[src/rtl/sync_fifo_buffer.sv]
// Parametrised single-clock FIFO with occupancy level, almost-full/empty thresholds and sticky error flags.
// Define SYNC_FIFO_FWFT_EN for first-word fall-through reads; otherwise reads have one cycle of latency.
module sync_fifo_buffer #(
   parameter int WIDTH     = 16,
   parameter int DEPTH     = 8,
   parameter int AF_THRESH = DEPTH - 2,
   parameter int AE_THRESH = 2
) (
   input  logic                       clk,
   input  logic                       rst,
   input  logic                       data_in_en,
   input  logic [WIDTH-1:0]           data_in,
   input  logic                       rd_en,
   input  logic                       clr_err,
   output logic [WIDTH-1:0]           data_out,
   output logic                       data_out_valid,
   output logic                       buffer_empty,
   output logic                       buffer_full,
   output logic                       almost_full,
   output logic                       almost_empty,
   output logic [$clog2(DEPTH):0]     level,
   output logic                       overflow,
   output logic                       underflow
);

   localparam int AW = $clog2(DEPTH);
   localparam int LW = AW + 1;

   logic [WIDTH-1:0] r_mem [DEPTH];
   logic [AW-1:0]    r_wr_ptr;
   logic [AW-1:0]    r_rd_ptr;
   logic [LW-1:0]    r_level;
   logic             r_empty;
   logic             r_full;
   logic             r_almost_full;
   logic             r_almost_empty;
   logic             r_overflow;
   logic             r_underflow;

   logic             w_rd_acc;
   logic             w_wr_acc;
   logic [LW-1:0]    w_level_next;

   // A write into a full FIFO is still accepted when a read frees a slot in the same cycle.
   assign w_rd_acc = rd_en & ~r_empty;
   assign w_wr_acc = data_in_en & (~r_full | w_rd_acc);

   always_comb begin
      w_level_next = r_level;
      if (w_wr_acc && !w_rd_acc) begin
         w_level_next = r_level + LW'(1);
      end else if (w_rd_acc && !w_wr_acc) begin
         w_level_next = r_level - LW'(1);
      end
   end

   always_ff @(posedge clk) begin
      if (!rst && w_wr_acc) begin
         r_mem[r_wr_ptr] <= data_in;
      end
   end

   always_ff @(posedge clk) begin
      if (rst) begin
         r_wr_ptr       <= '0;
         r_rd_ptr       <= '0;
         r_level        <= '0;
         r_empty        <= 1'b1;
         r_full         <= 1'b0;
         r_almost_full  <= 1'b0;
         r_almost_empty <= 1'b1;
         r_overflow     <= 1'b0;
         r_underflow    <= 1'b0;
      end else begin
         if (w_wr_acc) begin
            r_wr_ptr <= r_wr_ptr + AW'(1);
         end
         if (w_rd_acc) begin
            r_rd_ptr <= r_rd_ptr + AW'(1);
         end
         r_level        <= w_level_next;
         r_empty        <= (w_level_next == '0);
         r_full         <= (w_level_next == LW'(DEPTH));
         r_almost_full  <= (w_level_next >= LW'(AF_THRESH));
         r_almost_empty <= (w_level_next <= LW'(AE_THRESH));
         // A new error event in the same cycle as clr_err keeps the flag set.
         r_overflow     <= (data_in_en & ~w_wr_acc) | (r_overflow & ~clr_err);
         r_underflow    <= (rd_en & r_empty) | (r_underflow & ~clr_err);
      end
   end

`ifdef SYNC_FIFO_FWFT_EN
   // Head word is presented directly; an empty FIFO shows zero so reset leaves data_out cleared.
   assign data_out       = r_empty ? '0 : r_mem[r_rd_ptr];
   assign data_out_valid = ~r_empty;
`else
   logic [WIDTH-1:0] r_data_out;
   logic             r_data_out_valid;

   always_ff @(posedge clk) begin
      if (rst) begin
         r_data_out       <= '0;
         r_data_out_valid <= 1'b0;
      end else begin
         r_data_out_valid <= w_rd_acc;
         if (w_rd_acc) begin
            r_data_out <= r_mem[r_rd_ptr];
         end
      end
   end

   assign data_out       = r_data_out;
   assign data_out_valid = r_data_out_valid;
`endif

   assign buffer_empty = r_empty;
   assign buffer_full  = r_full;
   assign almost_full  = r_almost_full;
   assign almost_empty = r_almost_empty;
   assign level        = r_level;
   assign overflow     = r_overflow;
   assign underflow    = r_underflow;

endmodule

[config.mk]
export PLATFORM = sky130hd
export DESIGN_NAME = sync_fifo_buffer
export DESIGN_NICKNAME = d
export VERILOG_FILES = /design/src/rtl/sync_fifo_buffer.sv
export SDC_FILE = /design/constraint.sdc
export NUM_CORES = 1
export LEC_CHECK = 0
export BUFFER_PORTS_ARGS = -buffer_cell sky130_fd_sc_hd__buf_2
export CAP_MARGIN = 0
export CORE_ASPECT_RATIO = 1.75
export CORE_UTILIZATION = 53
export DETAILED_ROUTE_END_ITERATION = 16
export PLACE_DENSITY_LB_ADDON = 0.2
export SKIP_CTS_REPAIR_TIMING = 1
export SYNTH_ARGS = -nofsm -noshare
export SYNTH_HDL_FRONTEND = slang
export SYNTH_SLANG_ARGS = --single-unit
[constraint.sdc]
create_clock -name clk -period 3.5 [get_ports clk]
set_clock_uncertainty 0.2 [all_clocks]
set_input_delay 0.525 -clock clk [delete_from_list [all_inputs] [get_ports clk]]
set_output_delay 0.525 -clock clk [all_outputs]
set_load 0.01 [all_outputs]
# ---- Yosys cells after proc, flatten, opt, wreduce, memory -nomap -nowiden
# Memory sizes are Yosys's and may differ from the RTL's. A register that Yosys moved wholly into a read port is not among the register bits.
# Cells that the tools add are included.
dict set report word_totals {
  regBits 17
  ram_bits 128
  in_bits 21
  output_inout_bits 27
  word_cells 42
  mem_count 1
}
# name depth word_bits rd rd_clocked_by_memory_dff write_ports line
set memory_table {}
lappend memory_table {r_mem 8 16 1 1 1 29} ;# logic [WIDTH-1:0] r_mem [DEPTH];
dict set report classes {
  addsub 4
  order_cmp 2
  n_eq_ne 1
  muxes 4
  bitwise_logic 13
  n_reduce_logical 7
}
# cell n
set op_table {}
lappend op_table {{4-bit two-way mux} 2}
lappend op_table {{3-bit by 1-bit adder with 3-bit output (second input constant)} 2}
lappend op_table {{1-bit AND} 6}
lappend op_table {{4-bit by 1-bit adder with 4-bit output (second input constant)} 1}
lappend op_table {{4-bit equality test (second input constant)} 1}
lappend op_table {{4-bit by 3-bit >= comparator with 1-bit output (second input constant)} 1}
lappend op_table {{4-bit by 2-bit <= comparator with 1-bit output (second input constant)} 1}
lappend op_table {{4-bit logical NOT} 1}
lappend op_table {{1-bit NOT} 4}
lappend op_table {{4-bit by 1-bit subtractor with 4-bit output (second input constant)} 1}
lappend op_table {{1-bit logical AND} 3}
lappend op_table {{1-bit logical NOT} 3}
lappend op_table {{1-bit bitwise OR} 3}
lappend op_table {{1-bit two-way mux} 2}

# ---- Depth between registers and ports, before layout
dict set report logic_depth {
  ltp_word 9
  ltp_mapped 7
  depth_no_buf 7
}

# ---- Worst setup path after synthesis
# Ideal clock, no wire load.
dict set report synth_path {
  path_kind {in2reg}
  start {input rd_en}
  end {memory r_mem[4][0], enable pin}
  arrival_time_ns 2.726
  required_time_ns 2.870
  setup_slack_ns 0.144
  path_stages 5
  n_path_buf 1
  cell_sequence {nand2b_1 > buf_4 > a21oi_1 > nand2_1 > nor4_1}
}
dict set report synth_via {
  elab_chain_cells 6
}
# element line
set synth_rtl {}
lappend synth_rtl {{start, declared} 13} ;# input logic rd_en,
lappend synth_rtl {{1-bit AND} 45} ;# assign w_rd_acc = rd_en & ~r_empty;
lappend synth_rtl {{1-bit bitwise OR} 46} ;# assign w_wr_acc = data_in_en & (~r_full | w_rd_acc);
lappend synth_rtl {{1-bit AND} 46}
lappend synth_rtl {{1-bit logical AND} 58} ;# if (!rst && w_wr_acc) begin
lappend synth_rtl {{1-bit two-way mux} 58}
lappend synth_rtl {{1-bit two-way mux (not written as such)} 59} ;# r_mem[r_wr_ptr] <= data_in;
lappend synth_rtl {{end, declared} 29}
# Every way passes these cells.

# ---- Worst setup path in the final report
dict set report layout_path {
  start {register r_empty (netlist: buffer_empty)}
  end {memory r_mem[0][1], enable pin}
}
dict set report layout_via {
  elab_chain_cells 7
}
# element line
set layout_rtl {}
lappend layout_rtl {{start, declared} 33} ;# logic r_empty;
lappend layout_rtl {{start signal, assigned} 82} ;# r_empty <= (w_level_next == '0);
lappend layout_rtl {{1-bit NOT} 45}
lappend layout_rtl {{1-bit AND} 45}
lappend layout_rtl {{1-bit bitwise OR} 46}
lappend layout_rtl {{1-bit AND} 46}
lappend layout_rtl {{1-bit logical AND} 58}
lappend layout_rtl {{1-bit two-way mux} 58}
lappend layout_rtl {{1-bit two-way mux (not written as such)} 59}
# Every way passes these cells.

==> flow_summary.yaml <==
pwr:
  p_leak_nw: 2.48
  ir_worst_vdd_mv: 0.466
  cellPowerDensity_nw_per_um2: 646
global_routing:
  grt_max_degree: 35
  grt_usage_pct: 22.1
  grt_pass1_wl_um: 19000
  first_global_vias: 3430
  grt_overflow_total: 0
  antenna_found_initial: 0
synth:
  synthesis.nets: 363
  async_flop_share_pct: 0
  syn_area_per_cell_um2: 18.2
  synth_edf_count: 128
  syn_area_um2: 6150
  synth_warnings: 0
  synth_cells: 338
  synth_cell_type_count: 39
  yosys.area.top_type: "edfxtp_1"
  seq_area_frac_synth_pct: 73.2
  synth_top_area_share_pct: 62.5
  ys.flop_type: "edfxtp_1"
  synthTopCellsByArea: "edfxtp_1 (62%), mux4_2 (12%), dfxtp_1 (11%)"
  ys_ff_latch: 161
layout:
  syn_to_final_growth_pct: 17.6
  layout-drive-gt1-share_pct: 34.1
  nFillCells: 788
  diodes: 0
  fin_cells: 545
  finalInstanceArea_um2: 7240
  nets: 425
floorplan:
  num_io_pins: 48
  num_rows: 51
  fp.dieW_um: 83.5
  die_height_um: 145
  initial_utilization_pct: 54.8
  die-area_um2: 12100
  core_area_um2: 11200
sta:
  tns_ns: 0
  setup_viol: 0
  min_period_ns: 2.63
  tightestPinTransition_ns: 0.882
  timing.final.ws_setup_ns: 0.873
  timing.final.crit_share_pct: 75.1
  slew_viol_final: 0
  hold_viol_final: 0
  holdWs_ns: 0.179
  fmax_mhz: 381
  slew_headroom_pct: 41.0
  rsz0062_at_grt: "no"
clock_tree:
  clk_path_buf_depth: 2
  path_clk_slew_ns: 0.06
  h-tree-depth: 4
  clock-sinks: 161
  tritoncts: "yes"
  insertion_delay_ns: 0.42
  cts-root-buf: "clkbuf_16"
  numCtsBuffers: 17
route:
  drcViolationCount: 0
  num_vias: 3245
  drtPass1Iterations: 5
  ant_nets: 0
  drt-total-wl_um: 12100
  vias_per_cell: 5.95
  wl_per_cell_um: 22.3
  drt_iter0_drc: 173
worst_setup_path:
  r2r_cells: 5
  path_class: "flip-flop to flip-flop"
  regToRegSetupSlack_ns: 0.87
  regToRegEndpoint: "r_mem[0][1]$_DFFE_PP_"
  r2r_start: "buffer_empty$_SDFF_PP1_"
  arrival_ns: 2.53
  cp.required_ns: 3.40
  critPathMaxFanout: 11
  crit_path_end_kind: "flip-flop"
  start_kind: "flip-flop"
place:
  dp_hpwl_um: 7260
  post-place-cells: 513
  placed_cell_area_um2: 6600
  place_ws_ns: 0.738
  io_buffers: 47
  globalplace.congestion: 0.793
worst_hold_path:
  hold_path.class: "input port to flip-flop"
  min_to: "r_mem[4][5]$_DFFE_PP_"
  min_from: "data_in[5]"
  whs_path_depth: 1
flow_run:
  max-cap-violations: 0
outcome:
  outcome: "finished, final reports clean"
-- report_power, final --
part | switching [W] | internal, W | total [W] | leakage [nW]
Combinational | 0.000257 | 0.000232 | 0.000489 | 0.745
Clock | 0.000713 | 0.00126 | 0.00198 | 0.307
Sequential | 0.0000645 | 0.00215 | 0.00221 | 1.43
Total | 0.00103 | 0.00364 | 0.00468 | 2.48
-- how the worst max path moves through the flow --
| stage | start | end | slack (ns) | depth (start not counted) |
|---|---|---|---|---|
| 2_1_floorplan | rd_en | r_mem[4][0]$_DFFE_PP_ | 0.14 | 5 |
| 3_3_place_gp | rd_en | r_mem[0][0]$_DFFE_PP_ | 0.82 | 6 |
| 3_5_place_dp | rd_en | r_mem[0][0]$_DFFE_PP_ | 0.74 | 6 |
| 4_1_cts | buffer_empty$_SDFF_PP1_ | r_mem[0][7]$_DFFE_PP_ | 0.89 | 5 |
| 5_1_grt | buffer_empty$_SDFF_PP1_ | r_mem[0][1]$_DFFE_PP_ | 0.68 | 5 |
| 6_report | buffer_empty$_SDFF_PP1_ | r_mem[0][1]$_DFFE_PP_ | 0.87 | 5 |
-- layout make-up --
| cell class | instances | area (um^2) | share of cell area, % |
|---|---|---|---|
| multi-input combinational | 154 | 1570 | 21.6 |
| clock inverter | 14 | 214 | 2.96 |
| tap | 132 | 165 | 2.28 |
| inverter | 5 | 18.8 | 0.259 |
| sequential | 161 | 4510 | 62.2 |
| timing repair buffer | 61 | 340 | 4.70 |
| clock buffer | 18 | 429 | 5.93 |
-- flip-flops by register name (all words and copies together) (netlist names) --
name,count
r_rd_ptr,3
buffer_full,1
r_mem,128
r_wr_ptr,3
almost_full,1
buffer_empty,1
almost_empty,1
underflow,1
data_out_valid,1
level,4
overflow,1
data_out,16
-- through the flow --
step / util (%) / total power, W
final: 64.4 / 0.00468
after CTS: 64.4 / 0.00472
after floorplan: - / 0.00258
after global placement: 58.7 / 0.00273
after global routing: 64.4 / 0.00483
after detailed placement: 58.7 / 0.00274
-- synthesized netlist by cell type (2+ instances only) --
cell type	count
edfxtp_1	128
dfxtp_1	33
mux4_2	32
a21oi_1	19
nor2_1	17
o21ai_0	17
mux2i_1	16
nand2_1	11
clkbuf_1	8
buf_4	6
inv_1	5
buf_2	4
ha_1	4
nor3_1	4
xnor2_1	4
nand3_1	3
a211oi_2	2
mux2_4	2
nor2b_1	2
xor2_1	2
-- cells by family (layout without fill, tap and decap cells) --
| family | Yosys count | after routing | share of synthesized area, % |
|---|---|---|---|
| AO/OA/AOI/OAI | 47 | 47 | 4.62 |
| buffers and inverters | 23 | 98 | 1.85 |
| flip-flops | 161 | 161 | 73.2 |
| AND/OR/NAND/NOR | 47 | 47 | 3.86 |
| XOR/XNOR | 6 | 6 | 0.854 |
| multiplexers | 50 | 50 | 14.8 |
| adder cells (fa/ha/maj) | 4 | 4 | 0.813 |
-- per-layer routing --
metal	vias to the layer above	track usage (%)	part of all wire, %
met5	-	0	0
met4	0	10.5	2.7
met3	26	5.42	3.5
met2	81	39.2	54
met1	1679	25.3	40
li1	1459	-	-
-- layout by cell type, fill, tap and decap left out, drive strengths merged, types with 7 or more instances in the layout --
cell type	netlist	layout
edfxtp	128	128
buf	10	61
nand2	12	12
o21ai	17	17
a21oi	19	19
clkbuf	8	18
dfxtp	33	33
mux4	32	32
nor2	17	17
clkinv	0	7
mux2i	16	16
-- worst max-delay path: stages, from the launching register on --
cell and delay [ns]:
dfxtp_1 0.34, nand2b_1 0.31, nand2_1 0.14, nand2_1 0.17
nor4b_2 0.78, buf_4 0.37
Note: power is estimated with default switching activity, not from simulation.
